### src/rtl/lcd_text_driver_pkg.sv
`default_nettype none
// ==================================================================
// lcd_text_driver_pkg : HD44780 command set, FSM encodings, helpers
// Revision 1.0
// ==================================================================
package lcd_text_driver_pkg;

   localparam logic [7:0] FUNC_SET_4B2L = 8'h28;
   localparam logic [7:0] ENTRY_INC     = 8'h06;
   localparam logic [7:0] DISP_ON       = 8'h0C;
   localparam logic [7:0] CLEAR         = 8'h01;
   localparam logic [7:0] DDRAM_L1      = 8'h80;
   localparam logic [7:0] DDRAM_L2      = 8'hC0;

   typedef enum logic [2:0] {
      ST_PWRUP, ST_INIT_NIB, ST_INIT_CMD, ST_FRAME,
      ST_ADDR1, ST_CHARS1, ST_ADDR2, ST_CHARS2
   } lcd_state_e;

   typedef enum logic [1:0] {PH_WAIT, PH_TX_HI, PH_GAP, PH_TX_LO} xfer_phase_e;

   typedef enum logic [1:0] {TX_IDLE, TX_SETUP, TX_HIGH, TX_HOLD} tx_phase_e;

   function automatic logic [7:0] init_cmd(input logic [1:0] i);
      case (i)
         2'd0:    return FUNC_SET_4B2L;
         2'd1:    return ENTRY_INC;
         2'd2:    return DISP_ON;
         default: return CLEAR;
      endcase
   endfunction

   // Char 0 lives in the top byte; ~idx is 31-idx for a 5-bit index.
   function automatic logic [7:0] char_at(input logic [255:0] s, input logic [4:0] idx);
      return s[{~idx, 3'b000} +: 8];
   endfunction

endpackage
`default_nettype wire

### src/rtl/lcd_text_driver_nibble_tx.sv
`default_nettype none
// ==================================================================
// lcd_nibble_tx : one 4-bit strobe with T_E setup, high and hold
// Revision 1.0
// ==================================================================
module lcd_nibble_tx
   import lcd_text_driver_pkg::*;
#(
   parameter int T_E = 12
) (
   input  logic       clk,
   input  logic       rst_n,
   input  logic       start,
   input  logic       rs_in,
   input  logic [3:0] nib_in,
   output logic       rs,
   output logic [3:0] dat,
   output logic       e,
   output logic       done
);

   localparam int            CW        = $clog2(T_E) + 1;
   localparam logic [CW-1:0] C_TE_LAST = CW'(T_E - 1);

   tx_phase_e     phase_q;
   logic [CW-1:0] cnt_q;
   logic          rs_q;
   logic          e_q;
   logic [3:0]    dat_q;

   always_ff @(posedge clk or negedge rst_n) begin
      if (!rst_n) begin
         phase_q <= TX_IDLE;
         cnt_q   <= '0;
         rs_q    <= 1'b0;
         e_q     <= 1'b0;
         dat_q   <= 4'h0;
      end else begin
         case (phase_q)
            TX_IDLE: if (start) begin
               rs_q    <= rs_in;
               dat_q   <= nib_in;
               cnt_q   <= C_TE_LAST;
               phase_q <= TX_SETUP;
            end
            TX_SETUP: if (cnt_q == '0) begin
               e_q     <= 1'b1;
               cnt_q   <= C_TE_LAST;
               phase_q <= TX_HIGH;
            end else cnt_q <= cnt_q - CW'(1);
            TX_HIGH: if (cnt_q == '0) begin
               e_q     <= 1'b0;
               cnt_q   <= C_TE_LAST;
               phase_q <= TX_HOLD;
            end else cnt_q <= cnt_q - CW'(1);
            TX_HOLD: if (cnt_q == '0) phase_q <= TX_IDLE;
                     else cnt_q <= cnt_q - CW'(1);
            default: phase_q <= TX_IDLE;
         endcase
      end
   end

   assign rs   = rs_q;
   assign dat  = dat_q;
   assign e    = e_q;
   assign done = (phase_q == TX_HOLD) && (cnt_q == '0);

endmodule
`default_nettype wire

### src/rtl/lcd_text_driver.sv
`default_nettype none
// ==================================================================
// lcd_text_driver : HD44780 4-bit init and continuous 2x16 refresh
// Revision 1.0
// ==================================================================
module lcd_text_driver
   import lcd_text_driver_pkg::*;
#(
   parameter int T_PWRUP = 1_000_000,
   parameter int T_INIT1 = 205_000,
   parameter int T_INIT2 = 5_000,
   parameter int T_CMD   = 2_000,
   parameter int T_CLEAR = 82_000,
   parameter int T_NIB   = 50,
   parameter int T_E     = 12
) (
   input  logic         CCLK,
   input  logic         rst_n,
   input  logic         cls,
   input  logic [255:0] strdata,
   output logic         rs,
   output logic         rw,
   output logic         e,
   output logic [3:0]   dat,
   output logic         init_done
);

   localparam int TMAX_A = (T_PWRUP > T_INIT1) ? T_PWRUP : T_INIT1;
   localparam int TMAX_B = (T_CLEAR > T_INIT2) ? T_CLEAR : T_INIT2;
   localparam int TMAX_C = (T_CMD > T_NIB) ? T_CMD : T_NIB;
   localparam int TMAX_D = (TMAX_A > TMAX_B) ? TMAX_A : TMAX_B;
   localparam int TMAX   = (TMAX_D > TMAX_C) ? TMAX_D : TMAX_C;
   localparam int CW     = $clog2(TMAX + 1);

   // Waits are measured from the end of one strobe to the load of the next;
   // the start and done handshakes eat two cycles of each wait.
   localparam logic [CW-1:0] C_PWRUP = CW'(T_PWRUP - 1);
   localparam logic [CW-1:0] C_INIT1 = CW'(T_INIT1 - 2);
   localparam logic [CW-1:0] C_INIT2 = CW'(T_INIT2 - 2);
   localparam logic [CW-1:0] C_CMD   = CW'(T_CMD - 2);
   localparam logic [CW-1:0] C_CLEAR = CW'(T_CLEAR - 2);
   localparam logic [CW-1:0] C_NIB   = CW'(T_NIB - 2);

   lcd_state_e    state_q;
   xfer_phase_e   phase_q;
   logic [CW-1:0] cnt_q;
   logic [7:0]    byte_q;
   logic          brs_q;
   logic          single_q;
   logic [4:0]    idx_q;
   logic          pend_q;
   logic          init_done_q;
   logic [255:0]  buf_q;
   logic          start_q;
   logic          tx_rs_q;
   logic [3:0]    tx_nib_q;

   logic          w_done;
   logic [CW-1:0] w_post;
   lcd_state_e    w_nstate;
   logic [4:0]    w_nidx;
   logic [7:0]    w_nbyte;
   logic          w_nrs;
   logic          w_nsingle;

   always_comb begin
      w_post = C_CMD;
      if (state_q == ST_INIT_NIB) begin
         case (idx_q)
            5'd0:       w_post = C_INIT1;
            5'd1, 5'd2: w_post = C_INIT2;
            default:    w_post = C_CMD;
         endcase
      end else if (!brs_q && byte_q == CLEAR) begin
         w_post = C_CLEAR;
      end
   end

   // What follows the item currently finishing on the bus.
   always_comb begin
      w_nstate  = state_q;
      w_nidx    = idx_q;
      w_nbyte   = byte_q;
      w_nrs     = 1'b0;
      w_nsingle = 1'b0;
      case (state_q)
         ST_INIT_NIB: if (idx_q == 5'd3) begin
            w_nstate = ST_INIT_CMD;
            w_nidx   = 5'd0;
            w_nbyte  = FUNC_SET_4B2L;
         end else begin
            w_nidx    = idx_q + 5'd1;
            w_nbyte   = (idx_q == 5'd2) ? 8'h20 : 8'h30;
            w_nsingle = 1'b1;
         end
         ST_INIT_CMD: if (idx_q == 5'd3) w_nstate = ST_FRAME;
         else begin
            w_nidx  = idx_q + 5'd1;
            w_nbyte = init_cmd(idx_q[1:0] + 2'd1);
         end
         ST_FRAME: begin
            w_nstate = ST_ADDR1;
            w_nbyte  = DDRAM_L1;
         end
         ST_ADDR1: begin
            w_nstate = ST_CHARS1;
            w_nidx   = 5'd0;
            w_nbyte  = char_at(buf_q, 5'd0);
            w_nrs    = 1'b1;
         end
         ST_CHARS1: if (idx_q == 5'd15) begin
            w_nstate = ST_ADDR2;
            w_nbyte  = DDRAM_L2;
         end else begin
            w_nidx  = idx_q + 5'd1;
            w_nbyte = char_at(buf_q, idx_q + 5'd1);
            w_nrs   = 1'b1;
         end
         ST_ADDR2: begin
            w_nstate = ST_CHARS2;
            w_nidx   = 5'd16;
            w_nbyte  = char_at(buf_q, 5'd16);
            w_nrs    = 1'b1;
         end
         ST_CHARS2: if (idx_q == 5'd31) w_nstate = ST_FRAME;
         else begin
            w_nidx  = idx_q + 5'd1;
            w_nbyte = char_at(buf_q, idx_q + 5'd1);
            w_nrs   = 1'b1;
         end
         default: w_nstate = state_q;
      endcase
   end

   always_ff @(posedge CCLK or negedge rst_n) begin
      if (!rst_n) begin
         state_q     <= ST_PWRUP;
         phase_q     <= PH_WAIT;
         cnt_q       <= C_PWRUP;
         byte_q      <= 8'h30;
         brs_q       <= 1'b0;
         single_q    <= 1'b1;
         idx_q       <= 5'd0;
         pend_q      <= 1'b0;
         init_done_q <= 1'b0;
         buf_q       <= '0;
         start_q     <= 1'b0;
         tx_rs_q     <= 1'b0;
         tx_nib_q    <= 4'h0;
      end else begin
         start_q <= 1'b0;
         pend_q  <= pend_q | cls;
         case (phase_q)
            PH_WAIT: if (cnt_q != '0) cnt_q <= cnt_q - CW'(1);
            else begin
               start_q  <= 1'b1;
               tx_rs_q  <= brs_q;
               tx_nib_q <= byte_q[7:4];
               phase_q  <= PH_TX_HI;
               case (state_q)
                  ST_PWRUP: state_q <= ST_INIT_NIB;
                  ST_FRAME: begin
                     init_done_q <= 1'b1;
                     buf_q       <= strdata;
                     tx_rs_q     <= 1'b0;
                     brs_q       <= 1'b0;
                     single_q    <= 1'b0;
                     if (pend_q) begin
                        pend_q   <= cls;
                        byte_q   <= CLEAR;
                        tx_nib_q <= CLEAR[7:4];
                     end else begin
                        state_q  <= ST_ADDR1;
                        byte_q   <= DDRAM_L1;
                        tx_nib_q <= DDRAM_L1[7:4];
                     end
                  end
                  default: state_q <= state_q;
               endcase
            end
            PH_TX_HI: if (w_done) begin
               if (single_q) begin
                  state_q  <= w_nstate;
                  idx_q    <= w_nidx;
                  byte_q   <= w_nbyte;
                  brs_q    <= w_nrs;
                  single_q <= w_nsingle;
                  cnt_q    <= w_post;
                  phase_q  <= PH_WAIT;
               end else begin
                  cnt_q   <= C_NIB;
                  phase_q <= PH_GAP;
               end
            end
            PH_GAP: if (cnt_q != '0) cnt_q <= cnt_q - CW'(1);
            else begin
               start_q  <= 1'b1;
               tx_nib_q <= byte_q[3:0];
               phase_q  <= PH_TX_LO;
            end
            PH_TX_LO: if (w_done) begin
               state_q  <= w_nstate;
               idx_q    <= w_nidx;
               byte_q   <= w_nbyte;
               brs_q    <= w_nrs;
               single_q <= w_nsingle;
               cnt_q    <= w_post;
               phase_q  <= PH_WAIT;
            end
            default: phase_q <= PH_WAIT;
         endcase
      end
   end

   lcd_nibble_tx #(.T_E(T_E)) u_tx (
      .clk    (CCLK),
      .rst_n  (rst_n),
      .start  (start_q),
      .rs_in  (tx_rs_q),
      .nib_in (tx_nib_q),
      .rs     (rs),
      .dat    (dat),
      .e      (e),
      .done   (w_done)
   );

   assign rw        = 1'b0;
   assign init_done = init_done_q;

endmodule
`default_nettype wire

### config.mk
export PLATFORM = sky130hd
export DESIGN_NAME = lcd_text_driver
export DESIGN_NICKNAME = d
export VERILOG_FILES = /design/src/rtl/lcd_text_driver_pkg.sv /design/src/rtl/lcd_text_driver_nibble_tx.sv /design/src/rtl/lcd_text_driver.sv
export SDC_FILE = /design/constraint.sdc
export NUM_CORES = 1
export LEC_CHECK = 0
export CORE_MARGIN = 10
export CORE_UTILIZATION = 35
export CTS_CLUSTER_SIZE = 10
export DETAILED_ROUTE_END_ITERATION = 7
export PLACE_DENSITY_LB_ADDON = 0.3
export SYNTH_ARGS = -nofsm -noshare
export SYNTH_HDL_FRONTEND = slang
export SYNTH_HIERARCHICAL = 1
export SYNTH_SLANG_ARGS = --single-unit
### constraint.sdc
create_clock -name CCLK -period 4.5 [get_ports CCLK]
set_clock_uncertainty 0.1 [all_clocks]
set_input_delay 0.9 -clock CCLK [delete_from_list [all_inputs] [get_ports CCLK]]
set_output_delay 0.9 -clock CCLK [all_outputs]
set_load 0.005 [all_outputs]
==> flow_metrics.env, run 1 <==
export IMPL_outcome="finished clean"
export IMPL_dieArea_mm2=0.0535
export IMPL_first_global_vias=13200
export IMPL_total_power_mw=6.00
export IMPL_rows=77
export IMPL_avgSynthCellArea_um2=9.21
export IMPL_fin_nets=2194
export IMPL_cts_buffer_depth=3
export IMPL_clk_pin_slew_ns=0.06
export IMPL_dp_hpwl_um=34500
export IMPL_power_density_mw_per_mm2=303
export IMPL_area_delta_synth_final_pct=26.7
export IMPL_fin_setup_tns_ns=0
export IMPL_syn_area_mm2=0.0156
export IMPL_crit_type="reg -> reg"
export IMPL_dp_cells=2472
export IMPL_rsz0062_at_grt="no"
export IMPL_synth_warnings=6
export IMPL_die_h_um=231
export IMPL_grt_ovfl_total=0
export IMPL_fill_cells=4279
export IMPL_ys_seq_elements=317
export IMPL_routed_via_count=12700
export IMPL_path_max_fanout=189
export IMPL_dr_wl_met3_um=2800
export IMPL_wl_met2_um=23600
export IMPL_syn_inst=1697
export IMPL_seqCellArea_mm2=0.00796
export IMPL_power_leakage_nw=8.13
export IMPL_met1_length_um=20000
export IMPL_ys_async_sr_fraction_pct=100
export IMPL_synth_edf_count=0
export IMPL_first_pass_iters=5
export IMPL_wl_per_cell_um=18.6
export IMPL_synth_top_area_cell="dfrtp_1"
export IMPL_path_cells="or4_4 -> or4_1 -> nor4_4 -> nand2_8 -> buf_12 -> nand2_1 -> nand2_1"
export IMPL_critPathSlowestCell="or4_1"
export IMPL_num_antenna_cells=0
export IMPL_clockRootBuffer="clkbuf_16"
export IMPL_fin_cells=2532
export IMPL_netlist_area_leader_share_pct=48.4
export IMPL_setup_viol=0
export IMPL_drt_vias_per_instance=5.03
export IMPL_ioPinCount=267
export IMPL_cts_tree="built"
export IMPL_port_buffers=265
export IMPL_wl_um=47200
export IMPL_die_w_um=231
export IMPL_slew_headroom_pct=34.4
export IMPL_mostFrequentLayoutCells="nand2_1 (848), dfrtp_1 (301), clkdlybuf4s50_1 (264), mux4_2 (64), nor2_1 (52)"
export IMPL_layout_commonest_cell="nand2_1"
export IMPL_postCtsHoldBufs=0
export IMPL_ys_top_cells_by_area="dfrtp_1 (48%), nand2_1 (20%), mux4_2 (9.2%)"
export IMPL_crit_buf_inv=1
export IMPL_multi_input_area_mm2=0.00706
export IMPL_gp_congestion=0.889
export IMPL_post_cts_buffers=0
export IMPL_grt_usage_pct=17.5
export IMPL_drcViolationCount=0
export IMPL_drt_initial_drc_count=978
export IMPL_cts_resized=0
export IMPL_clk_latency_ns=0.55
export IMPL_drv_slew=0
export IMPL_initial_core_util_pct=35.3
export IMPL_period_minus_slack_ns=3.41
export IMPL_drtAntennaViolNets=0
export IMPL_hp_class="in -> async"
export IMPL_synthFlopType="dfrtp_1"
export IMPL_top_layer="met4"
export IMPL_timing_fmax_mhz=294
export IMPL_antenna_found_initial=0
export IMPL_slowest_delay_ns=0.63
export IMPL_drv_cap=0
export IMPL_cp_end_kind="flop"
export IMPL_syn_nets=1970
export IMPL_clock_sinks=317
export IMPL_critPathLaunchType="flop"
export IMPL_fp_coreArea_mm2=0.0442
export IMPL_max_slew_worst_pin_slew_ns=0.983
export IMPL_crit_required_ns=4.82
export IMPL_grt_max_degree=190
export IMPL_cp_arrival_ns=3.73
export IMPL_yosysSeqAreaShare_pct=50.9
export IMPL_drive_gt1_share_pct=9.12
export IMPL_synth_cell_types=80
export IMPL_fin_util_pct=44.7
export IMPL_post_route_period_util_pct=75.7
export IMPL_cpLargestDelayFamily="simple AND/OR/NAND/NOR gates"
export IMPL_vdd_drop_max_mv=0.192
export IMPL_htree_levels=2
export IMPL_grt_pass1_wl_um=74200
export IMPL_hold_viol=0
export IMPL_crit_top_cell="nand2_1"
export IMPL_numCtsBuffers=39
[synth_stat cells (6+ instances only)]
cell type	instances
dfrtp_1	302
nor2_1	52
o21ai_0	34
nand2_1	848
inv_1	15
nor4_1	7
a32oi_1	6
dfstp_2	15
mux2i_1	13
nor3_1	19
nand3_1	28
mux2_2	9
buf_2	39
a31oi_1	16
mux4_2	64
a21oi_1	29
nor2b_1	8
buf_6	23
buf_1	6
clkbuf_1	31
a22o_1	10
nand4_1	6
ha_1	14
[registers in the layout (all words and copies together), names as in the netlist, 2 cells and up, named ones only]
name	flops
buf_q	256
cnt_q	20
byte_q	8
idx_q	5
u_tx/cnt_q	5
tx_nib_q	4
u_tx/dat	4
state_q	3
u_tx/phase_q	2
[worst paths after layout]
kind | slack [ns] | to | cells after the start | from
min in group CCLK | 0.36 | buf_q[197] | 2 | buf_q[197]
worst max-delay path | 1.09 | buf_q[37] | 7 | cnt_q[10]
worst min-delay path | 0.29 | init_done | 1 | rst_n
worst max register to register | 1.09 | buf_q[37] | 7 | cnt_q[10]
max in group asynchronous | 2.83 | buf_q[159] | 2 | rst_n
worst min register to register | 0.36 | buf_q[197] | 2 | buf_q[197]
[where the power goes]
part / leakage [nW] / switching, mW / total, mW / internal [mW]
logic: 4.58 / 0.102 / 0.304 / 0.202
registers: 3.02 / 0.0000000000000000488 / 2.85 / 2.85
clock network: 0.535 / 1.19 / 2.84 / 1.65
[cell families after synthesis]
| kind of cell | count (synthesis) | synth area share [%] |
|---|---|---|
| buffers and inverters | 116 | 4.23 |
| AND/OR/NAND/NOR | 1002 | 25.9 |
| multiplexers | 87 | 10.8 |
| flip-flops | 317 | 50.9 |
| AO/OA/AOI/OAI | 152 | 6.62 |
| adder cells (fa/ha/maj) | 14 | 1.12 |
| XOR/XNOR | 8 | 0.449 |
| other | 1 | 0.0240 |
[through the flow]
stage | hold slack, ns | area, µm² | worst slack [ns]
6_report | 0.289 | 19800 | 1.09
5_1_grt | 0.352 | 19800 | 0.918
4_1_cts | 0.363 | 19800 | 1.13
3_5_place_dp | 0.351 | 18700 | 1.13
3_3_place_gp | 0.345 | 18700 | 1.14
2_1_floorplan | 0.333 | 15600 | 1.19
[per-layer routing]
metal  vias to the layer above  GRT usage, %
met5                         -             0
met4                         0          3.84
met3                        46          4.12
met2                       328          29.7
met1                      6277          22.3
li1                       6082             -
[area by class of cell]
type / count / share of cell area, %
clock buffer: 55 / 5.24
clock inverter: 5 / 0.386
inverter: 16 / 0.304
multi-input combinational: 1264 / 35.7
sequential: 317 / 40.2
tap: 592 / 3.74
timing repair buffer: 283 / 14.4
(Power assumes the default switching activity.)
==> run 2, diff against run 1 <==
==> constraint.sdc (replaced) <==
create_clock -name CCLK -period 2.9 [get_ports CCLK]
set_clock_uncertainty 0.1 [all_clocks]
set_input_delay 0.58 -clock CCLK [delete_from_list [all_inputs] [get_ports CCLK]]
set_output_delay 0.58 -clock CCLK [all_outputs]
set_load 0.005 [all_outputs]
==> flow_metrics.env, run 2 (synthesis results as in run 1) <==
export IMPL_reg_largest_list="buf_q (256), cnt_q (20), byte_q (8)"
export IMPL_post_route_period_util_pct=94.6
export IMPL_clock_power_share_pct=47.1
export IMPL_p_sw_share_pct=20.7
export IMPL_routed_via_count=12900
export IMPL_clockRootBuffer="clkbuf_16"
export IMPL_grt_max_degree=96
export IMPL_fin_cells=2579
export IMPL_stdcell_area_mm2=0.0203
export IMPL_mostFrequentLayoutCells="nand2_1 (848), dfrtp_1 (301), clkdlybuf4s50_1 (264), mux4_2 (64), nor2_1 (51)"
export IMPL_crit_buf_inv=3
export IMPL_timing_fmax_mhz=364
export IMPL_clk_pin_slew_ns=0.06
export IMPL_seq_power_share_pct=47.6
export IMPL_placedInstanceArea_mm2=0.0192
export IMPL_first_pass_iters=5
export IMPL_drv_cap=0
export IMPL_dp_cells=2518
export IMPL_clk_latency_ns=0.52
export IMPL_critPathLaunchType="flop"
export IMPL_drive_gt1_share_pct=11.5
export IMPL_worstHoldStart="buf_q[207]"
export IMPL_die_h_um=231
export IMPL_reg2regPathDepth=8
export IMPL_fp_coreArea_mm2=0.0442
export IMPL_seqCellArea_mm2=0.00796
export IMPL_first_global_vias=13600
export IMPL_path_max_fanout=51
export IMPL_antenna_found_initial=1
export IMPL_cts_buffer_depth=3
export IMPL_intPower_mw=7.37
export IMPL_critPathLaunch="cnt_q[13]"
export IMPL_crit_cells=8
export IMPL_grt_pass1_wl_um=76400
export IMPL_drv_slew=0
export IMPL_critPathSlowestCell="or4_1"
export IMPL_max_slew_worst_pin_slew_ns=0.940
export IMPL_crit_top_cell="buf_12"
export IMPL_slowest_delay_ns=0.57
export IMPL_reg2reg_from="cnt_q[13]"
export IMPL_clock_sinks=317
export IMPL_drt_initial_drc_count=893
export IMPL_cp_end_kind="flop"
export IMPL_initial_core_util_pct=35.3
export IMPL_endpoint="buf_q[60]"
export IMPL_largest_reg_flops=256
export IMPL_hp_class="reg -> reg"
export IMPL_power_frac_comb_pct=5.3
export IMPL_vdd_drop_max_mv=0.326
export IMPL_power_density_mw_per_mm2=458
export IMPL_outcome="finished clean"
export IMPL_ioPinCount=267
export IMPL_rsz0062_at_grt="no"
export IMPL_power_leakage_nw=8.43
export IMPL_cp_arrival_ns=3.10
export IMPL_area_delta_synth_final_pct=30.1
export IMPL_setup_viol=0
export IMPL_whs_path_depth=2
export IMPL_port_buffers=265
export IMPL_grt_usage_pct=17.8
export IMPL_crit_required_ns=3.26
export IMPL_fin_setup_tns_ns=0
export IMPL_crit_type="reg -> reg"
export IMPL_grt_ovfl_total=0
export IMPL_drt_vias_per_instance=5.00
export IMPL_htree_levels=2
export IMPL_regMostFlops="buf_q"
export IMPL_period_minus_slack_ns=2.74
export IMPL_dieArea_mm2=0.0535
export IMPL_num_antenna_cells=0
export IMPL_worstReg2RegEnd="buf_q[60]"
export IMPL_fin_nets=2242
export IMPL_wl_um=47900
export IMPL_multi_input_area_mm2=0.00707
export IMPL_dp_hpwl_um=35900
export IMPL_numCtsBuffers=38
export IMPL_rrSetupSlack_ns=0.16
export IMPL_holdWs_ns=0.359
export IMPL_cts_tree="built"
export IMPL_drcViolationCount=0
export IMPL_cpLargestDelayFamily="simple AND/OR/NAND/NOR gates"
export IMPL_die_w_um=231
export IMPL_drtAntennaViolNets=0
export IMPL_rows=77
export IMPL_total_power_mw=9.30
export IMPL_path_cells="or4_4 -> or4_1 -> nor3_4 -> buf_12 -> buf_12 -> buf_12 -> nand2_1 -> nand2_1"
export IMPL_hold_viol=0
export IMPL_wl_per_cell_um=18.6
export IMPL_slew_headroom_pct=36.7
export IMPL_fill_cells=4220
export IMPL_p_sw_mw=1.93
export IMPL_gp_congestion=0.895
export IMPL_layout_commonest_cell="nand2_1"
## run 2: how the worst min path moves through the flow
stage | endpoint | slack [ns]
3_5_place_dp | buf_q[64] | 0.35
5_1_grt | buf_q[133] | 0.38
3_3_place_gp | buf_q[153] | 0.34
6_report | buf_q[207] | 0.36
2_1_floorplan | async pin | 0.18
4_1_cts | buf_q[64] | 0.36
## run 2: area by class of cell
class / instances / share of cell area, %
repair buffers: 332 / 16.6
inverters: 16 / 0.296
clock buffers: 57 / 5.49
flip-flops and latches: 317 / 39.2
well taps: 592 / 3.65
clock inverters: 1 / 0.0246
multi-input cells: 1264 / 34.8
## run 2: power by group through the flow
stage	logic, mW	clock network, mW	registers (mW)
2_1_floorplan	0.00519	0	4.51
3_3_place_gp	0.499	0	4.50
3_5_place_dp	0.497	0	4.50
4_1_cts	0.501	4.48	4.43
5_1_grt	0.528	4.67	4.42
6_report	0.491	4.39	4.43
## run 2: what timing repair did
item,4_1_cts,5_1_grt
resized for setup,0,2
setup buffers,0,2
endpoints found under the hold margin,24,0
setup endpoints to repair,0,61
hold buffers,1,0
## run 2: metrics by stage
step	utilization (%)	setup WS, ns
final	45.9	0.155
after global routing	45.9	0.0435
after CTS	45.9	0.0687
after detailed placement	43.3	0.0918
after global placement	43.3	0.0832
after floorplan	-	0.0878
## run 2: worst register-to-register path: stages (launching register included)
cell	delay, ns
dfrtp_1	0.40
or4_4	0.57
or4_1	0.57
nor3_4	0.28
buf_12	0.15
buf_12	0.16
buf_12	0.23
nand2_1	0.14
nand2_1	0.08
## run 2: layer usage
metal | global-route usage, % | vias up | part of all wire [%]
met3 | 3.35 | 66 | 5.1
met4 | 4.17 | 2 | 2.0
met1 | 23.3 | 6355 | 43
met5 | 0 | - | 0.035
met2 | 30.0 | 316 | 50
li1 | - | 6162 | -
==> run 3, diff against run 2 <==
--- a/config.mk
+++ b/config.mk
@@ -5,10 +5,12 @@
 export SDC_FILE = /design/constraint.sdc
 export NUM_CORES = 1
 export LEC_CHECK = 0
+export ABC_CLOCK_PERIOD_IN_PS = 2900
 export CORE_MARGIN = 10
 export CORE_UTILIZATION = 35
 export CTS_CLUSTER_SIZE = 10
 export DETAILED_ROUTE_END_ITERATION = 7
+export MAX_ROUTING_LAYER = met4
 export PLACE_DENSITY_LB_ADDON = 0.3
 export SYNTH_ARGS = -nofsm -noshare
 export SYNTH_HDL_FRONTEND = slang
==> flow_metrics.env, run 3 (synthesis results as in run 1) <==
export IMPL_cts_buffer_depth=3
export IMPL_first_pass_iters=5
export IMPL_crit_required_ns=3.25
export IMPL_timing_fmax_mhz=357
export IMPL_vdd_drop_max_mv=0.341
export IMPL_fin_cells=2582
export IMPL_crit_type="reg -> reg"
export IMPL_clk_pin_slew_ns=0.06
export IMPL_grt_pass1_wl_um=75600
export IMPL_largest_reg_flops=256
export IMPL_first_global_vias=13400
export IMPL_regMostFlops="buf_q"
export IMPL_critPathLaunchType="flop"
export IMPL_cp_end_kind="flop"
export IMPL_dp_cells=2525
export IMPL_power_leakage_nw=8.44
export IMPL_grt_usage_pct=18.3
export IMPL_slew_headroom_pct=43.0
export IMPL_clockRootBuffer="clkbuf_16"
export IMPL_hp_class="reg -> reg"
export IMPL_antenna_found_initial=0
export IMPL_fin_util_pct=45.9
export IMPL_path_max_fanout=39
export IMPL_power_density_mw_per_mm2=452
export IMPL_drv_slew=0
export IMPL_numCtsBuffers=38
export IMPL_drv_cap=0
export IMPL_drtAntennaViolNets=0
export IMPL_max_slew_worst_pin_slew_ns=0.846
export IMPL_period_minus_slack_ns=2.80
export IMPL_gp_congestion=0.907
export IMPL_total_power_mw=9.19
export IMPL_post_route_period_util_pct=96.6
export IMPL_drive_gt1_share_pct=11.6
export IMPL_port_buffers=265
export IMPL_reg_largest_list="buf_q (256), cnt_q (20), byte_q (8)"
export IMPL_stdcell_area_mm2=0.0203
export IMPL_cp_arrival_ns=3.15
export IMPL_cts_tree="built"
export IMPL_die_h_um=231
export IMPL_ioPinCount=267
export IMPL_rows=77
export IMPL_fp_coreArea_mm2=0.0442
export IMPL_drt_vias_per_instance=4.99
export IMPL_fin_setup_tns_ns=0
export IMPL_wl_per_cell_um=18.6
export IMPL_num_antenna_cells=0
export IMPL_layout_commonest_cell="nand2_1"
export IMPL_setup_viol=0
export IMPL_drt_initial_drc_count=1081
export IMPL_post_cts_buffers=0
export IMPL_htree_levels=2
export IMPL_hold_viol=0
export IMPL_holdWs_ns=0.359
export IMPL_placedInstanceArea_mm2=0.0192
export IMPL_dp_hpwl_um=36000
export IMPL_dieArea_mm2=0.0535
export IMPL_grt_ovfl_total=0
export IMPL_die_w_um=231
export IMPL_initial_core_util_pct=35.3
export IMPL_drcViolationCount=0
export IMPL_clock_sinks=317
export IMPL_area_delta_synth_final_pct=30.0
export IMPL_rsz0062_at_grt="no"
export IMPL_mostFrequentLayoutCells="nand2_1 (848), dfrtp_1 (301), clkdlybuf4s50_1 (264), mux4_2 (64), buf_4 (54)"
export IMPL_outcome="finished clean"
export IMPL_wl_um=47900
export IMPL_fin_ws_ns=0.0983
export IMPL_pre_cts_slack_ns=0.124
export IMPL_clk_latency_ns=0.52
export IMPL_routed_via_count=12900
export IMPL_grt_max_degree=96
export IMPL_fin_nets=2247
[run 3: cell count changes in the layout (fill, tap and decap cells not counted), sizes merged]
cell    previous run  this run
buf               67        72
clkbuf            57        54
inv               15        16
[run 3: where the power goes]
part	switching [mW]	internal (mW)
Combinational	0.169	0.321
Clock	1.76	2.51
Sequential	0.0000000000000000707	4.43
[run 3: timing repair]
action / 4_1_cts / 5_1_grt
setup endpoints to repair: 0 / 10
endpoints found under the hold margin: 58 / 0
hold buffers: 1 / 0
gates resized for setup: 0 / 1
[run 3: worst paths after layout]
path / startpoint / end / slack (ns) / cells after the start
worst max register to register: cnt_q[13] / buf_q[18] / 0.1 / 7
worst max-delay path: cnt_q[13] / buf_q[18] / 0.1 / 7
worst min register to register: buf_q[0] / buf_q[0] / 0.36 / 2
max in group asynchronous: rst_n / buf_q[118] / 1.25 / 3
worst min-delay path: buf_q[0] / buf_q[0] / 0.36 / 2
min in group asynchronous: rst_n / cnt_q[8] / 0.58 / 2
[run 3: metal layers]
metal | routed length [µm] | GRT usage [%]
met1 | 21400 | 23.5
met3 | 2190 | 3.21
met5 | 0 | -
met2 | 23400 | 29.6
met4 | 918 | 4.40
[run 3: worst max-delay path, stage by stage (launching register included)]
cell     delay, ns
dfrtp_1       0.39
or4_4         0.57
or4_1         0.56
nor3_4        0.46
buf_12        0.23
buf_12        0.21
nand2_1       0.11
nand2_1       0.08
[run 3: final cells by class]
class	instances	area (µm²)
fill	4210	23900
tap	592	741
inverter	16	60.1
clock buffer	54	1060
multi-input combinational	1264	7060
timing repair buffer	337	3410
clock inverter	2	13.8
sequential	317	7960
